[src/rtl/sequence_controller.sv]
// Instruction sequencer for the 8-bit accumulator CPU.
// Steps the 8-phase fetch/execute cycle and decodes control strobes.
module sequence_controller (
  input  logic       clk,
  input  logic       rst,
  input  logic [2:0] opcode,
  input  logic       zero,
  output logic       sel,
  output logic       rd,
  output logic       ld_ir,
  output logic       inc_pc,
  output logic       ld_pc,
  output logic       ld_ac,
  output logic       wr,
  output logic       data_e,
  output logic       halt,
  output logic [2:0] phase
);

  typedef enum logic [2:0] {
    INST_ADDR  = 3'd0,
    INST_FETCH = 3'd1,
    INST_LOAD  = 3'd2,
    IDLE       = 3'd3,
    OP_ADDR    = 3'd4,
    OP_FETCH   = 3'd5,
    ALU_OP     = 3'd6,
    STORE      = 3'd7
  } phase_e;

  localparam logic [2:0] HLT = 3'b000;
  localparam logic [2:0] SKZ = 3'b001;
  localparam logic [2:0] ADD = 3'b010;
  localparam logic [2:0] AND = 3'b011;
  localparam logic [2:0] XOR = 3'b100;
  localparam logic [2:0] LDA = 3'b101;
  localparam logic [2:0] STO = 3'b110;
  localparam logic [2:0] JMP = 3'b111;

  phase_e state_q;
  phase_e state_d;
  logic   halted_q;
  logic   halted_d;
  logic   aluop;

  assign aluop = (opcode == ADD) || (opcode == AND) ||
                 (opcode == XOR) || (opcode == LDA);
  assign phase = state_q;

  always_ff @(posedge clk or posedge rst) begin
    if (rst) begin
      state_q  <= INST_ADDR;
      halted_q <= 1'b0;
    end else begin
      state_q  <= state_d;
      halted_q <= halted_d;
    end
  end

  always_comb begin
    state_d  = state_q;
    halted_d = halted_q;
    sel      = 1'b0;
    rd       = 1'b0;
    ld_ir    = 1'b0;
    inc_pc   = 1'b0;
    ld_pc    = 1'b0;
    ld_ac    = 1'b0;
    wr       = 1'b0;
    data_e   = 1'b0;
    halt     = 1'b0;
    // Halted: phase freezes (at OP_FETCH) and only halt is driven.
    if (halted_q) begin
      halt = 1'b1;
    end else begin
      state_d = phase_e'(state_q + 3'd1);
      if (state_q == OP_ADDR && opcode == HLT)
        halted_d = 1'b1;
      unique case (state_q)
        INST_ADDR: begin
          sel = 1'b1;
        end
        INST_FETCH: begin
          sel = 1'b1;
          rd  = 1'b1;
        end
        INST_LOAD, IDLE: begin
          sel   = 1'b1;
          rd    = 1'b1;
          ld_ir = 1'b1;
        end
        OP_ADDR: begin
          inc_pc = (opcode != HLT);
          halt   = (opcode == HLT);
        end
        OP_FETCH: begin
          rd = aluop;
        end
        ALU_OP: begin
          rd     = aluop;
          inc_pc = (opcode == SKZ) && zero;
          ld_pc  = (opcode == JMP);
          data_e = (opcode == STO);
        end
        STORE: begin
          rd     = aluop;
          ld_pc  = (opcode == JMP);
          ld_ac  = aluop;
          data_e = (opcode == STO);
          wr     = (opcode == STO);
        end
        default: ;
      endcase
    end
  end

endmodule
[config.mk]
export PLATFORM = sky130hd
export DESIGN_NAME = sequence_controller
export DESIGN_NICKNAME = d
export VERILOG_FILES = /design/src/rtl/sequence_controller.sv
export SDC_FILE = /design/constraint.sdc
export NUM_CORES = 1
export LEC_CHECK = 0
export CAP_MARGIN = 20
export CORE_AREA = 2 2 39 41
export DETAILED_ROUTE_END_ITERATION = 10
export DIE_AREA = 0 0 41 43
export PLACE_DENSITY = 0.68
export SETUP_SLACK_MARGIN = 0.2
export SYNTH_ARGS = -nofsm -noshare
export SYNTH_HDL_FRONTEND = slang
export SYNTH_SLANG_ARGS = --single-unit
[constraint.sdc]
create_clock -name clk -period 2.49 [get_ports clk]
set_input_delay 0.6225 -clock clk [delete_from_list [all_inputs] [get_ports clk]]
set_output_delay 0.6225 -clock clk [all_outputs]
set_load 0.005 [all_outputs]
Word level (Yosys, flattened, before mapping)
Index checks and enable logic that the tools add are counted.
W data, S select, Z words.
{"block": "totals", "ff_bits": 4, "latchBits": 0, "ramBits": 0, "rom_bits": 0, "inputBits": 6, "output_inout_bits": 12, "word_cells": 50, "mem_count": 0}
{"block": "op_classes", "addsub": 1, "n_mul": 0, "div_mod_pow": 0, "magnitude_cmp": 0, "eq_ne": 14, "shifts": 0, "mux": 20, "bitwise": 0, "n_reduce_logical": 13}
{"op": "$eq A3 B3 Y1 const B", "n": 8}
{"op": "$mux W1", "n": 18}
{"op": "$eq A3 B2 Y1 const B", "n": 4}
{"op": "$eq A3 B1 Y1 const B", "n": 2}
{"op": "$logic_not A3 Y1", "n": 2}
{"op": "$reduce_or A3 Y1", "n": 2}
{"op": "$pmux W1 S2", "n": 2}
{"op": "$reduce_or A2 Y1", "n": 2}
{"op": "$reduce_or A4 Y1", "n": 1}
{"op": "$add A3 B1 Y3 const B", "n": 1}
{"op": "$logic_or A1 B1 Y1", "n": 3}
{"op": "$reduce_bool A3 Y1", "n": 1}
{"op": "$logic_and A1 B1 Y1", "n": 2}

Logic depth before layout (Yosys ltp)
Gate-level depths: netlist of the first run.
{"block": "logic_depth", "depth_word": 6, "mapped_depth": 5, "depth_no_buf": 5}

Worst setup path after synthesis of the first run
Ideal clock, no wire load.
{"block": "synth_timing", "path_kind": "reg-to-output", "from": "register state_q[0] (netlist: phase[0])", "to": "output port inc_pc", "arrival_time_ns": 1.574, "required_time_ns": 1.867, "slack_ns": 0.294, "stages_incl_launch_ff": 6, "path_buffers": 0, "cell_sequence": "dfrtp_1 inv_1 ha_1 nand3_1 or4_4 a2111oi_2"}
{"block": "synth_via", "elab_chain_len": 3, "elab_cells_between_ends": 4, "classes_between": "2 x eq/ne; 2 x mux"}
{"element": "start, declared", "line": "40", "rtl": "phase_e state_q;"}
{"element": "start signal, assigned", "line": "55", "rtl": "state_q <= state_d;"}
{"element": "$eq A3 B3 Y1", "line": "79", "rtl": "unique case (state_q)"}
{"element": "$pmux W1 S2 (*)", "line": "79"}
{"element": "$mux W1 (*)", "line": "73", "rtl": "if (halted_q) begin"}
{"element": "end, declared", "line": "11", "rtl": "output logic inc_pc,"}
Mark *: on every way between the ends. The rest lies on a longest branch, timed or not.

Final worst setup path of the first run
{"block": "layout_timing", "from": "input port opcode[2]", "to": "output port inc_pc"}
{"block": "layout_via", "elab_chain_len": 4, "elab_cells_between_ends": 5, "classes_between": "1 x eq/ne; 2 x mux; 2 x reduce/logical"}
{"element": "start, declared", "line": "6", "rtl": "input logic [2:0] opcode,"}
{"element": "$eq A3 B1 Y1", "line": "101", "rtl": "inc_pc = (opcode == SKZ) && zero;"}
{"element": "$logic_and A1 B1 Y1", "line": "101"}
{"element": "$pmux W1 S2 (*)", "line": "79"}
{"element": "$mux W1 (*)", "line": "73"}
Marks and branches as above.

==> results of run 1 <==
[layer usage]
metal,vias to the layer above,wire length [µm],GRT usage [%]
met1,185,402,13.07
li1,210,-,-
met4,0,0,8.000
met3,0,54,3.141
met2,12,568,20.31
met5,-,0,0
[worst max-delay path, cell delays in order]
cell and delay [ps]:
clkdlybuf4s15_1 180, or4_4 530, a2111oi_4 280, buf_2 160
[metrics by stage]
stage	utilization [%]	hold slack, ps
2_1_floorplan	-	388.6
3_3_place_gp	45.39	588.2
3_5_place_dp	45.39	603.3
4_1_cts	50.27	567.1
5_1_grt	55.24	588.2
6_report	55.24	570.9
[kinds of logic after synthesis]
family                     Yosys count  synth area share, %
buffers and inverters                6                6.017
adders and majority gates            6                20.07
and+or+nand+nor                     15                22.07
muxes                                2                5.686
AOI/OAI and AO/OA                    7                14.71
xor gates and xnor gates             2                4.683
DFF                                  4                26.76
[power breakdown]
part / total (mW) / leakage, nW / internal [mW] / switching, mW
clock: 0.0779 / 0.0138 / 0.0537 / 0.0241
combinational: 0.652 / 0.277 / 0.363 / 0.289
sequential: 0.157 / 0.0464 / 0.101 / 0.0556
[layout by cell type, fill, tap and decap left out, types with 2 or more instances in the layout]
cell | synthesis | final
a21oi_2 | 0 | 2
buf_2 | 0 | 4
buf_4 | 0 | 9
clkbuf_2 | 0 | 3
clkbuf_4 | 0 | 3
clkdlybuf4s15_1 | 0 | 3
clkdlybuf4s50_1 | 0 | 4
dfrtp_1 | 4 | 4
ha_4 | 0 | 5
inv_1 | 4 | 2
inv_2 | 1 | 3
nand2b_1 | 2 | 2
nor2_1 | 5 | 5
[sequential cells by signal, indices dropped and copies added, names as in the netlist]
register and cells:
phase 3, halted_q 1
[final timing paths]
kind	startpoint	to	slack, ps	cells after the start
worst max-delay path	opcode[2]	inc_pc	100	4
worst min-delay path	rst	phase[2]	570	2
worst max register to register	phase[0]	phase[2]	1160	5
worst min register to register	phase[2]	phase[2]	710	3
max in group asynchronous	rst	phase[0]	1760	2
min in group clk	phase[2]	phase[2]	710	3
[repair_timing]
item                                    4_1_cts  5_1_grt
hold endpoints to repair                      0        0
buffers inserted                              0        2
endpoints found under the setup margin        9        7
pin swaps                                     5        4
gates resized for setup                      33       28
[layout make-up]
class	count	area (µm²)	area share, %
repair buffers	28	231.5	30.28
inverters	5	18.77	2.455
clock buffers	3	22.52	2.946
multi-input cells	32	371.6	48.61
well taps	16	20.02	2.619
flip-flops and latches	4	100.1	13.09
==> flow_summary_export.csv, run 1 <==
group,metric,value,unit
clock_tree,cts_hold_buffers,0,
die,die_area,1763,µm²
die,row_count,14,
sta,period_needed,2389,ps
sta,rsz0062_at_grt,"true",
logic_synthesis,synth_top_cell_area_share,26.76,%
layout,design_area,764.5,µm²
place,dp_slack,-594.8,ps
place,dp_hpwl,739.9,µm
clock_tree,cts_tree,"built",
clock_tree,clk_pin_slew,40,ps
drt,avgRoutedWirePerCell,11.64,µm
logic_synthesis,synthFlopType,"dfrtp_1",
global_route,grt_pass1_vias,370,
drt,routed_via_density,4.625,
global_route,grt_max_degree,12,
logic_synthesis,synth_common_cells,"ha_1 (6), nor2_1 (5), dfrtp_1 (4), inv_1 (4), a21oi_1 (3)",
worst_hold_path,min_path_type,"in -> async",
sta,tightest_slew,463.6,ps
die,start_util,27.03,%
die,fp.dieW,41,µm
drt,vias,407,
place,postPlaceCellArea,628.1,µm²
drt,drc,0,
drt,initialDrtViolationCount,1,
critical_path,crit_fanout,2,
job,maxCapViolCount,0,
critical_path,critPathCaptureType,"output port",
logic_synthesis,synth_nets,54,
sta,max_freq,0.4185,GHz
critical_path,cp-start-kind,"input port",
global_route,gr-total-overflow,0,
layout,fillCellCount,131,
drt,drtAntennaViolNets,0,
power_and_ir_drop,total_power,0.8873,mW
logic_synthesis,synth_edf_count,0,
logic_synthesis,synth_cells,42,
die,ios,18,
sta,finalHoldViolCount,0,
critical_path,required,1870,ps
layout,area_delta_synth_final,104.3,%
sta,clock-skew-final,4.863,ps
sta,worst_slack,100.5,ps
logic_synthesis,netlist_area,374.1,µm²
logic_synthesis,synthArstFlopShare,100.0,%
logic_synthesis,ys_seq_area_share,26.76,%
sta,setup_viol_count_final,0,
logic_synthesis,synth_warnings,0,
die,core_area,1384,µm²
place,portBuffers,17,
logic_synthesis,ys_ff_latch,4,
power_and_ir_drop,powerDensity,1161,nW/µm²
power_and_ir_drop,irDropWorstVdd,572.0,µV
layout,fin_cells,88,
logic_synthesis,synth.distinct_cells,22,
logic_synthesis,syn_area_per_cell,8.907,µm²
logic_synthesis,synthTopCellsByArea,"dfrtp_1 (27%), ha_1 (20%), nor2_1 (5.0%)",
clock_tree,root_buffer,"clkbuf_4",
sta,relSlewSlack,69.09,%
clock_tree,insertion_delay,230,ps
layout,n_antenna_cell,0,
clock_tree,clockBufferDepth,2,
global_route,grt.total_usage,12.41,%
place,dp_cells,83,
drt,dr.pass1.iters,2,
clock_tree,cts_sinks,4,
power_and_ir_drop,p_leak,0.3376,nW
die,chipHeight,43,µm
drt,routed_wl,1024,µm
layout,drive_gt1_share,55.56,%
critical_path,critPathKind,"in -> out",
global_route,grt_pass1_wl,1449,µm
logic_synthesis,yosys.area.top_type,"dfrtp_1",
run_status,status,"finished clean",
sta,setup_tns,0,ps
logic_synthesis,synth_most_common_cell,"ha_1",
clock_tree,numCtsBuffers,3,
place,gp_congestion,0.7831,
sta,finalCritPeriodShare,95.96,%
layout,nets,86,
clock_tree,htree_num_levels,1,
critical_path,worstPathArrival,1770,ps
sta,maxSlewViolCount,0,
global_route,antenna_found_initial,0,
(Power assumes the default switching activity.)
==> run 2: changes to the inputs <==
==> constraint.sdc (replaced) <==
create_clock -name clk -period 3 [get_ports clk]
set_input_delay 0.75 -clock clk [delete_from_list [all_inputs] [get_ports clk]]
set_output_delay 0.75 -clock clk [all_outputs]
set_load 0.005 [all_outputs]
==> flow_summary_export.csv, run 2 (synthesis results as in run 1) <==
group,metric,value,unit
layout,largest_reg_flops,3,
layout,fillCellCount,149,
critical_path,crit_slowest_cell,"or4_4",
die,core_area,1384,µm²
sta,relSlewSlack,71.21,%
drt,routed_wl,892,µm
die,row_count,14,
sta,clock-skew-final,1.135,ps
job,maxCapViolCount,0,
clock_tree,clk_pin_slew,30,ps
sta,setup_viol_count_final,0,
critical_path,cpPeakStageDelay,500,ps
drt,initialDrtViolationCount,0,
sta,max_freq,0.3736,GHz
power_and_ir_drop,powerDensity,850.7,nW/µm²
clock_tree,cts_tree,"built",
die,ios,18,
sta,tightest_slew,431.9,ps
layout,multi_input_area,282.8,µm²
drt,drtAntennaViolNets,0,
global_route,grt_max_degree,12,
layout,drive_gt1_share,22.39,%
layout,nets,81,
sta,finalHoldViolCount,0,
drt,dr.pass1.iters,1,
global_route,grt_pass1_wl,1428,µm
sta,maxSlewViolCount,0,
critical_path,required,2250,ps
place,gp_congestion,0.7478,
global_route,grt.total_usage,12.21,%
layout,mostFrequentLayoutCells,"ha_1 (6), buf_4 (6)",
global_route,grt_pass1_vias,378,
critical_path,cp-start-kind,"input port",
global_route,gr-total-overflow,0,
run_status,status,"finished clean",
die,start_util,27.03,%
drt,drc,0,
critical_path,crit_path_cell_trace,"dlymetal6s2s_1 -> nand3_1 -> or4_4 -> a2111oi_4 -> buf_2",
sta,finalCritPeriodShare,89.21,%
power_and_ir_drop,irDropWorstVdd,437.9,µV
die,fp.dieW,41,µm
power_and_ir_drop,total_power,0.5620,mW
global_route,antenna_found_initial,0,
drt,avgRoutedWirePerCell,10.75,µm
layout,n_antenna_cell,0,
clock_tree,numCtsBuffers,3,
critical_path,critPathKind,"in -> out",
critical_path,worstPathArrival,1930,ps
layout,area_delta_synth_final,76.59,%
clock_tree,root_buffer,"clkbuf_4",
critical_path,crit_fanout,2,
sta,period_needed,2676,ps
drt,vias,386,
drt,routed_via_density,4.651,
die,die_area,1763,µm²
critical_path,critPathCaptureType,"output port",
place,dp_slack,-356.6,ps
die,chipHeight,43,µm
clock_tree,htree_num_levels,1,
worst_hold_path,min_path_type,"reg -> reg",
power_and_ir_drop,p_leak,0.3560,nW
clock_tree,cts_sinks,4,
place,portBuffers,17,
sta,worst_slack,323.6,ps
clock_tree,insertion_delay,230,ps
place,dp_hpwl,701.4,µm
sta,rsz0062_at_grt,"false",
layout,seqCellArea,100.1,µm²
clock_tree,clockBufferDepth,2,
-- run 2: power breakdown --
group	internal [mW]	leakage, nW	total (mW)	switching (mW)
Sequential	0.0840	0.0464	0.137	0.0532
Combinational	0.203	0.296	0.361	0.158
Clock	0.0445	0.0138	0.0636	0.0190
Total	0.332	0.356	0.562	0.230
-- run 2: final timing paths --
check                           from  endpoint  slack (ps)  cells after the start
max                        opcode[0]    inc_pc         320                      5
min in group asynchronous        rst  halted_q         700                      2
max in group asynchronous        rst  phase[2]        2160                      2
max reg2reg                 phase[0]  phase[2]        1780                      4
min reg2reg                 phase[1]  phase[1]         580                      1
min                         phase[1]  phase[1]         580                      1
-- run 2: critical path: cells and delay by family --
family,cells,cell delay (ps)
simple gates,2,580
buf+inv,2,270
compound gates,1,330
-- run 2: final cells by class --
cell class	count	share of cell area (%)
inverter	5	2.841
clock buffer	3	3.409
sequential	4	15.15
timing repair buffer	23	32.77
tap	16	3.030
multi-input combinational	32	42.80
-- run 2: metal layers --
| metal | wire length (µm) | GRT usage, % | share of wire, % | vias to the layer above |
|---|---|---|---|---|
| li1 | - | - | - | 199 |
| met1 | 382 | 14.38 | 43 | 175 |
| met2 | 474 | 17.50 | 53 | 12 |
| met3 | 34 | 3.141 | 3.8 | 0 |
| met4 | 0 | 10.00 | 0 | 0 |
| met5 | 0 | 0 | 0 | - |
-- run 2: timing repair --
item	4_1_cts	5_1_grt
gates cloned	0	0
gates resized for setup	14	6
setup buffers	0	0
hold buffers	0	0
pin swaps	0	3
endpoints found under the setup margin	7	4
-- run 2: per-stage QoR --
step	cell area (µm²)	TNS, ps	utilization [%]	instances	hold slack [ps]
2_1_floorplan	374.1	0	-	42	516.1
3_3_place_gp	605.6	-502.2	43.76	80	572.7
3_5_place_dp	605.6	-546.5	43.76	80	577.3
4_1_cts	635.6	0	45.93	83	588.1
5_1_grt	660.6	0	47.74	83	621.1
6_report	660.6	0	47.74	83	581.0
